==> src/rtl/chirp_sample_packetizer.sv <==
// Captures SAMPLES_PER_CHIRP ADC words per chirp into a small FWFT FIFO and streams them as one AXI-Stream packet.
// Optional build macro PACKETIZER_TEST_PATTERN_EN replaces the payload with {chirp_cnt, sample_index}.
module chirp_sample_packetizer #(
    parameter int C_M_AXIS_TDATA_WIDTH = 32,
    parameter int SAMPLES_PER_CHIRP    = 256,
    parameter int FIFO_DEPTH           = 16
) (
    input  logic                                m_axis_aclk,
    input  logic                                m_axis_aresetn,
    input  logic [C_M_AXIS_TDATA_WIDTH-1:0]     adc_data,
    input  logic                                adc_valid,
    input  logic                                chirp_start,
    output logic [C_M_AXIS_TDATA_WIDTH-1:0]     M_AXIS_tdata,
    output logic [C_M_AXIS_TDATA_WIDTH/8-1:0]   M_AXIS_tstrb,
    output logic                                M_AXIS_tlast,
    output logic                                M_AXIS_tvalid,
    input  logic                                M_AXIS_tready,
    output logic [15:0]                         overflow_cnt,
    output logic [15:0]                         chirp_cnt,
    output logic                                busy
);
    localparam int DW    = C_M_AXIS_TDATA_WIDTH;
    localparam int PTR_W = (FIFO_DEPTH > 1) ? $clog2(FIFO_DEPTH) : 1;
    localparam int CNT_W = $clog2(FIFO_DEPTH + 1);
    localparam logic [15:0]      LAST_IDX = 16'(SAMPLES_PER_CHIRP - 1);
    localparam logic [CNT_W-1:0] FULL_CNT = CNT_W'(FIFO_DEPTH);
    localparam logic [PTR_W-1:0] PTR_MAX  = PTR_W'(FIFO_DEPTH - 1);

    typedef enum logic [1:0] {IDLE, CAPTURE, DRAIN} state_t;

    function automatic logic [15:0] sat_inc16(input logic [15:0] v);
        return (v == 16'hFFFF) ? v : v + 16'd1;
    endfunction

    function automatic logic [PTR_W-1:0] ptr_inc(input logic [PTR_W-1:0] p);
        return (p == PTR_MAX) ? '0 : p + PTR_W'(1);
    endfunction

    function automatic logic [PTR_W-1:0] ptr_dec(input logic [PTR_W-1:0] p);
        return (p == '0) ? PTR_MAX : p - PTR_W'(1);
    endfunction

    state_t            state_q, state_d;
    logic [15:0]       idx_q, idx_d;
    logic [PTR_W-1:0]  wr_ptr_q, rd_ptr_q;
    logic [CNT_W-1:0]  count_q, count_d;
    logic [15:0]       ovf_q, chirp_q;

    logic [DW-1:0]         mem_data_q [FIFO_DEPTH];
    logic [FIFO_DEPTH-1:0] mem_last_q;

    logic          capture_vld, is_last, full, push, pop, drop, drop_last, head_last;
    logic [DW-1:0] payload;

    assign capture_vld = (state_q == CAPTURE) && adc_valid;
    assign is_last     = (idx_q == LAST_IDX);
    assign full        = (count_q == FULL_CNT);
    assign pop         = M_AXIS_tvalid && M_AXIS_tready;
    assign push        = capture_vld && (!full || pop);
    assign drop        = capture_vld && !push;
    assign drop_last   = drop && is_last;
    assign head_last   = mem_last_q[rd_ptr_q];

`ifdef PACKETIZER_TEST_PATTERN_EN
    logic [31:0] pattern;
    logic        unused_adc;
    assign pattern    = {chirp_q, idx_q};
    assign unused_adc = ^adc_data;
    always_comb begin
        payload = '0;
        for (int i = 0; i < DW && i < 32; i++) payload[i] = pattern[i];
    end
`else
    assign payload = adc_data;
`endif

    always_comb begin
        state_d = state_q;
        idx_d   = idx_q;
        case (state_q)
            IDLE: begin
                if (chirp_start) begin
                    state_d = CAPTURE;
                    idx_d   = '0;
                end
            end
            CAPTURE: begin
                // Dropped samples still advance the index so the chirp length is fixed.
                if (adc_valid) begin
                    idx_d = idx_q + 16'd1;
                    if (is_last) state_d = DRAIN;
                end
            end
            DRAIN: begin
                if (count_q == '0) state_d = IDLE;
            end
            default: state_d = IDLE;
        endcase
    end

    always_comb begin
        count_d = count_q;
        case ({push, pop})
            2'b10:   count_d = count_q + CNT_W'(1);
            2'b01:   count_d = count_q - CNT_W'(1);
            default: count_d = count_q;
        endcase
    end

    always_ff @(posedge m_axis_aclk) begin
        if (!m_axis_aresetn) begin
            state_q  <= IDLE;
            idx_q    <= '0;
            wr_ptr_q <= '0;
            rd_ptr_q <= '0;
            count_q  <= '0;
            ovf_q    <= '0;
            chirp_q  <= '0;
        end else begin
            state_q <= state_d;
            idx_q   <= idx_d;
            count_q <= count_d;
            if (push) wr_ptr_q <= ptr_inc(wr_ptr_q);
            if (pop)  rd_ptr_q <= ptr_inc(rd_ptr_q);
            if (drop) ovf_q    <= sat_inc16(ovf_q);
            if (pop && head_last) chirp_q <= chirp_q + 16'd1;
        end
    end

    // Storage is not reset; an empty FIFO masks it at the outputs.
    always_ff @(posedge m_axis_aclk) begin
        if (push) begin
            mem_data_q[wr_ptr_q] <= payload;
            mem_last_q[wr_ptr_q] <= is_last;
        end
        if (drop_last) mem_last_q[ptr_dec(wr_ptr_q)] <= 1'b1;
    end

    assign M_AXIS_tvalid = (count_q != '0);
    assign M_AXIS_tdata  = M_AXIS_tvalid ? mem_data_q[rd_ptr_q] : '0;
    assign M_AXIS_tlast  = M_AXIS_tvalid && head_last;
    assign M_AXIS_tstrb  = '1;
    assign overflow_cnt  = ovf_q;
    assign chirp_cnt     = chirp_q;
    assign busy          = (state_q != IDLE);
endmodule

==> config.mk <==
export PLATFORM = sky130hd
export DESIGN_NAME = chirp_sample_packetizer
export DESIGN_NICKNAME = d
export VERILOG_FILES = /design/src/rtl/chirp_sample_packetizer.sv
export SDC_FILE = /design/constraint.sdc
export NUM_CORES = 1
export LEC_CHECK = 0
export BUFFER_PORTS_ARGS = -buffer_cell sky130_fd_sc_hd__clkbuf_2
export CORE_ASPECT_RATIO = 0.75
export CORE_UTILIZATION = 50
export CTS_CLUSTER_DIAMETER = 50
export DETAILED_ROUTE_END_ITERATION = 7
export PLACE_DENSITY = 0.65
export RECOVER_POWER = 100
export SYNTH_ARGS = -nofsm -noshare
export SYNTH_HDL_FRONTEND = slang
export SYNTH_SLANG_ARGS = --single-unit
export TNS_END_PERCENT = 1
==> constraint.sdc <==
create_clock -name m_axis_aclk -period 4 [get_ports m_axis_aclk]
set_input_delay 0.4 -clock m_axis_aclk [delete_from_list [all_inputs] [get_ports m_axis_aclk]]
set_output_delay 0.4 -clock m_axis_aclk [all_outputs]
set_load 0.005 [all_outputs]
==> impl_metrics.tcl <==
set metrics [dict create \
    report.final.hold_viol_count 0 \
    rsz0062_at_grt "no" \
    synth-seq-cells 595 \
    dr_total_vias 12100 \
    ant_nets 0 \
    die_h_um 191 \
    syn_area_sq_mm 0.0238 \
    final_area_sq_mm 0.0268 \
    irDropWorstVdd_uv 412 \
    drcViolationCount 0 \
    yosys.area_share.adder_pct 0.820 \
    yosysTopAreaCell "edfxtp_1" \
    die_area_sq_mm 0.0485 \
    setup_ws_ps 484 \
    synth_area_leaders "edfxtp_1, mux4_2, dfxtp_1" \
    synthCells 1264 \
    path_max_fanout 33 \
    finalSetupViolCount 0 \
    antenna_found_initial 1 \
    rows 68 \
    root_buffer "clkbuf_16" \
    violations "max-capacitance violations, max-slew violations" \
    start_kind "flip-flop" \
    finalMaxSlewViolations 19 \
    p_per_area_mw_per_mm2 565 \
    p_leak_nw 8.46 \
    clk_pin_slew_ps 60 \
    clockBufferDepth 3 \
    synth_compound_area_share_pct 2.52 \
    dpl.hpwl_um 28600 \
    yosysWarnings 0 \
    postCtsHoldBufs 0 \
    die_w_um 254 \
    post_cts_resized 0 \
    gp_congestion 0.796 \
    synth_simple_gate_area_share_pct 5.56 \
    routed_wl_um 50600 \
    grt_max_degree 88 \
    area_growth_pct 12.5 \
    max_slew.worst_pin.slew_ps 2110 \
    run_status "finished with violations" \
    hold_path_class "in2reg" \
    core_area_sq_mm 0.0465 \
    synth_edf_count 512 \
    synthFlopType "edfxtp_1" \
    drt_iter0_drc 1106 \
    final_net_count 1450 \
    seq_area_frac_synth_pct 71.5 \
    cp.required_ps 3600 \
    clk_latency_ps 600 \
    timing.hold.ws_ps 140 \
    worstPathArrival_ps 3120 \
    async_flop_share_pct 0 \
    grt_pass1_wl_um 76000 \
    fmax_mhz 284 \
    ys_types 60 \
    dr.pass1.iters 5 \
    slew_headroom_pct -41.9 \
    synth_area_per_cell_sq_um 18.8 \
    synth_top_area_share_pct 64.6 \
    end_kind "primary output" \
    maxCapViolations 1 \
    synth_xor_area_share_pct 0.993 \
    critPathKind "reg2out" \
    io_pins 108 \
    pre_cts_slack_ps 1180 \
    min_period_ps 3520 \
    grt_pass1_vias 12100 \
    drive_gt1_share_pct 23.9 \
    wl_per_cell_um 24.5 \
    port-buffer-count 103 \
    track_usage_pct 21.4 \
    start_util_pct 51.2 \
    overflow 0 \
    via_per_inst 5.85 \
    numClockSinks 595 \
    period_share_pct 87.9 \
    htree_levels 2 \
    synthMuxAreaShare_pct 16.9 \
    cts_tree "done" \
    setup-tns-final_ps 0 \
    dpl_cell_area_sq_mm 0.0252 \
    finClkSkew_ps 31.5 \
    synth_top_family_by_area "multiplexers" \
    postCtsSetupBuffers 0 \
    cts_buffers 57 \
]
[critical path, stage by stage (launching register included)]
cell	delay, ps
dfxtp_1	350
or4_1	630
nor2_1	240
inv_1	60
clkbuf_2	590
and2_0	480
clkbuf_2	170
[routing by layer]
layer | GRT usage, % | up-vias | wire, um
li1 | - | 5357 | -
met1 | 32.1 | 6348 | 22900
met2 | 33.3 | 341 | 24200
met3 | 3.38 | 60 | 2760
met4 | 4.38 | 0 | 742
met5 | 0 | - | 0
[layout make-up]
cell class | count | area, sq um
Antenna cell | 1 | 2.50
Clock buffer | 72 | 1560
Clock inverter | 29 | 226
Fill cell | 3558 | 19700
Inverter | 27 | 101
Multi-Input combinational cell | 581 | 6340
Sequential cell | 595 | 17000
Tap cell | 630 | 788
Timing Repair Buffer | 136 | 737
[where the power goes]
part	internal, mW	leakage (nW)	switching (mW)	total [mW]
clock network	2.93	0.884	2.24	5.17
registers	6.81	5.28	0.124	6.94
logic	1.55	2.29	1.50	3.05
total	11.3	8.46	3.86	15.2
[cell usage in the layout, fill, tap and decap left out, drive strengths merged, types with 28 or more instances in the layout]
master / Yosys / layout
inv: 27 / 31
mux4: 160 / 160
and2: 35 / 35
edfxtp: 512 / 512
nor2: 37 / 37
a21oi: 36 / 36
nand2: 43 / 43
mux2i: 40 / 40
nand3: 28 / 28
clkbuf: 33 / 188
dfxtp: 83 / 83
o21ai: 31 / 31
[logic make-up (layout without fill, tap and decap cells)]
family,Yosys count,after routing
AOI/OAI and AO/OA,96,96
DFF,595,595
adders and majority gates,15,15
and+or+nand+nor,238,238
buffers and inverters,91,264
xor gates and xnor gates,27,27
other,1,5
muxes,201,201
[cells in the mapped netlist, drive strengths merged (2+ instances only)]
cell / n
edfxtp: 512
mux4: 160
dfxtp: 83
nand2: 43
mux2i: 40
nor2: 37
a21oi: 36
and2: 35
clkbuf: 33
buf: 31
o21ai: 31
nand3: 28
inv: 27
nand4: 20
xor2: 15
ha: 14
and3: 13
nand2b: 13
xnor2: 12
nor2b: 8
nor3: 8
and4: 6
or3: 6
a31oi: 5
nor4: 5
a211oi: 4
a21bo: 4
nor3b: 3
nor4b: 3
o211ai: 3
or2: 3
or4: 3
a2111oi: 2
a211o: 2
a21o: 2
[path summary, 6_finish.rpt]
kind	start	end	slack (ps)	cells past startpoint
worst min-delay path	adc_valid	state_q[0]$_SDFFE_PN0P_	140	2
worst min register to register	chirp_cnt[15]$_SDFFE_PN0P_	chirp_cnt[15]$_SDFFE_PN0P_	470	2
worst max-delay path	count_q[1]$_SDFFE_PN0P_	M_AXIS_tdata[1]	480	6
worst max register to register	state_q[0]$_SDFFE_PN0P_	mem_data_q[3][3]$_DFFE_PP_	490	6
[sequential cells by signal, indices dropped and copies added (netlist names), named ones only]
register      cells
rd_ptr_q          4
state_q           2
wr_ptr_q          4
mem_last_q       16
count_q           5
mem_data_q      512
chirp_cnt        16
idx_q            16
overflow_cnt     16
[per-stage QoR]
stage | power, mW | util [%] | cells
after detailed placement | 10.3 | 54.1 | 1969
after floorplan | 9.25 | - | 1267
after global placement | 10.2 | 54.1 | 1969
after global routing | 15.8 | 57.6 | 2070
final | 15.2 | 57.6 | 2071
after CTS | 15.4 | 57.9 | 2070
(Power assumes the default switching activity.)
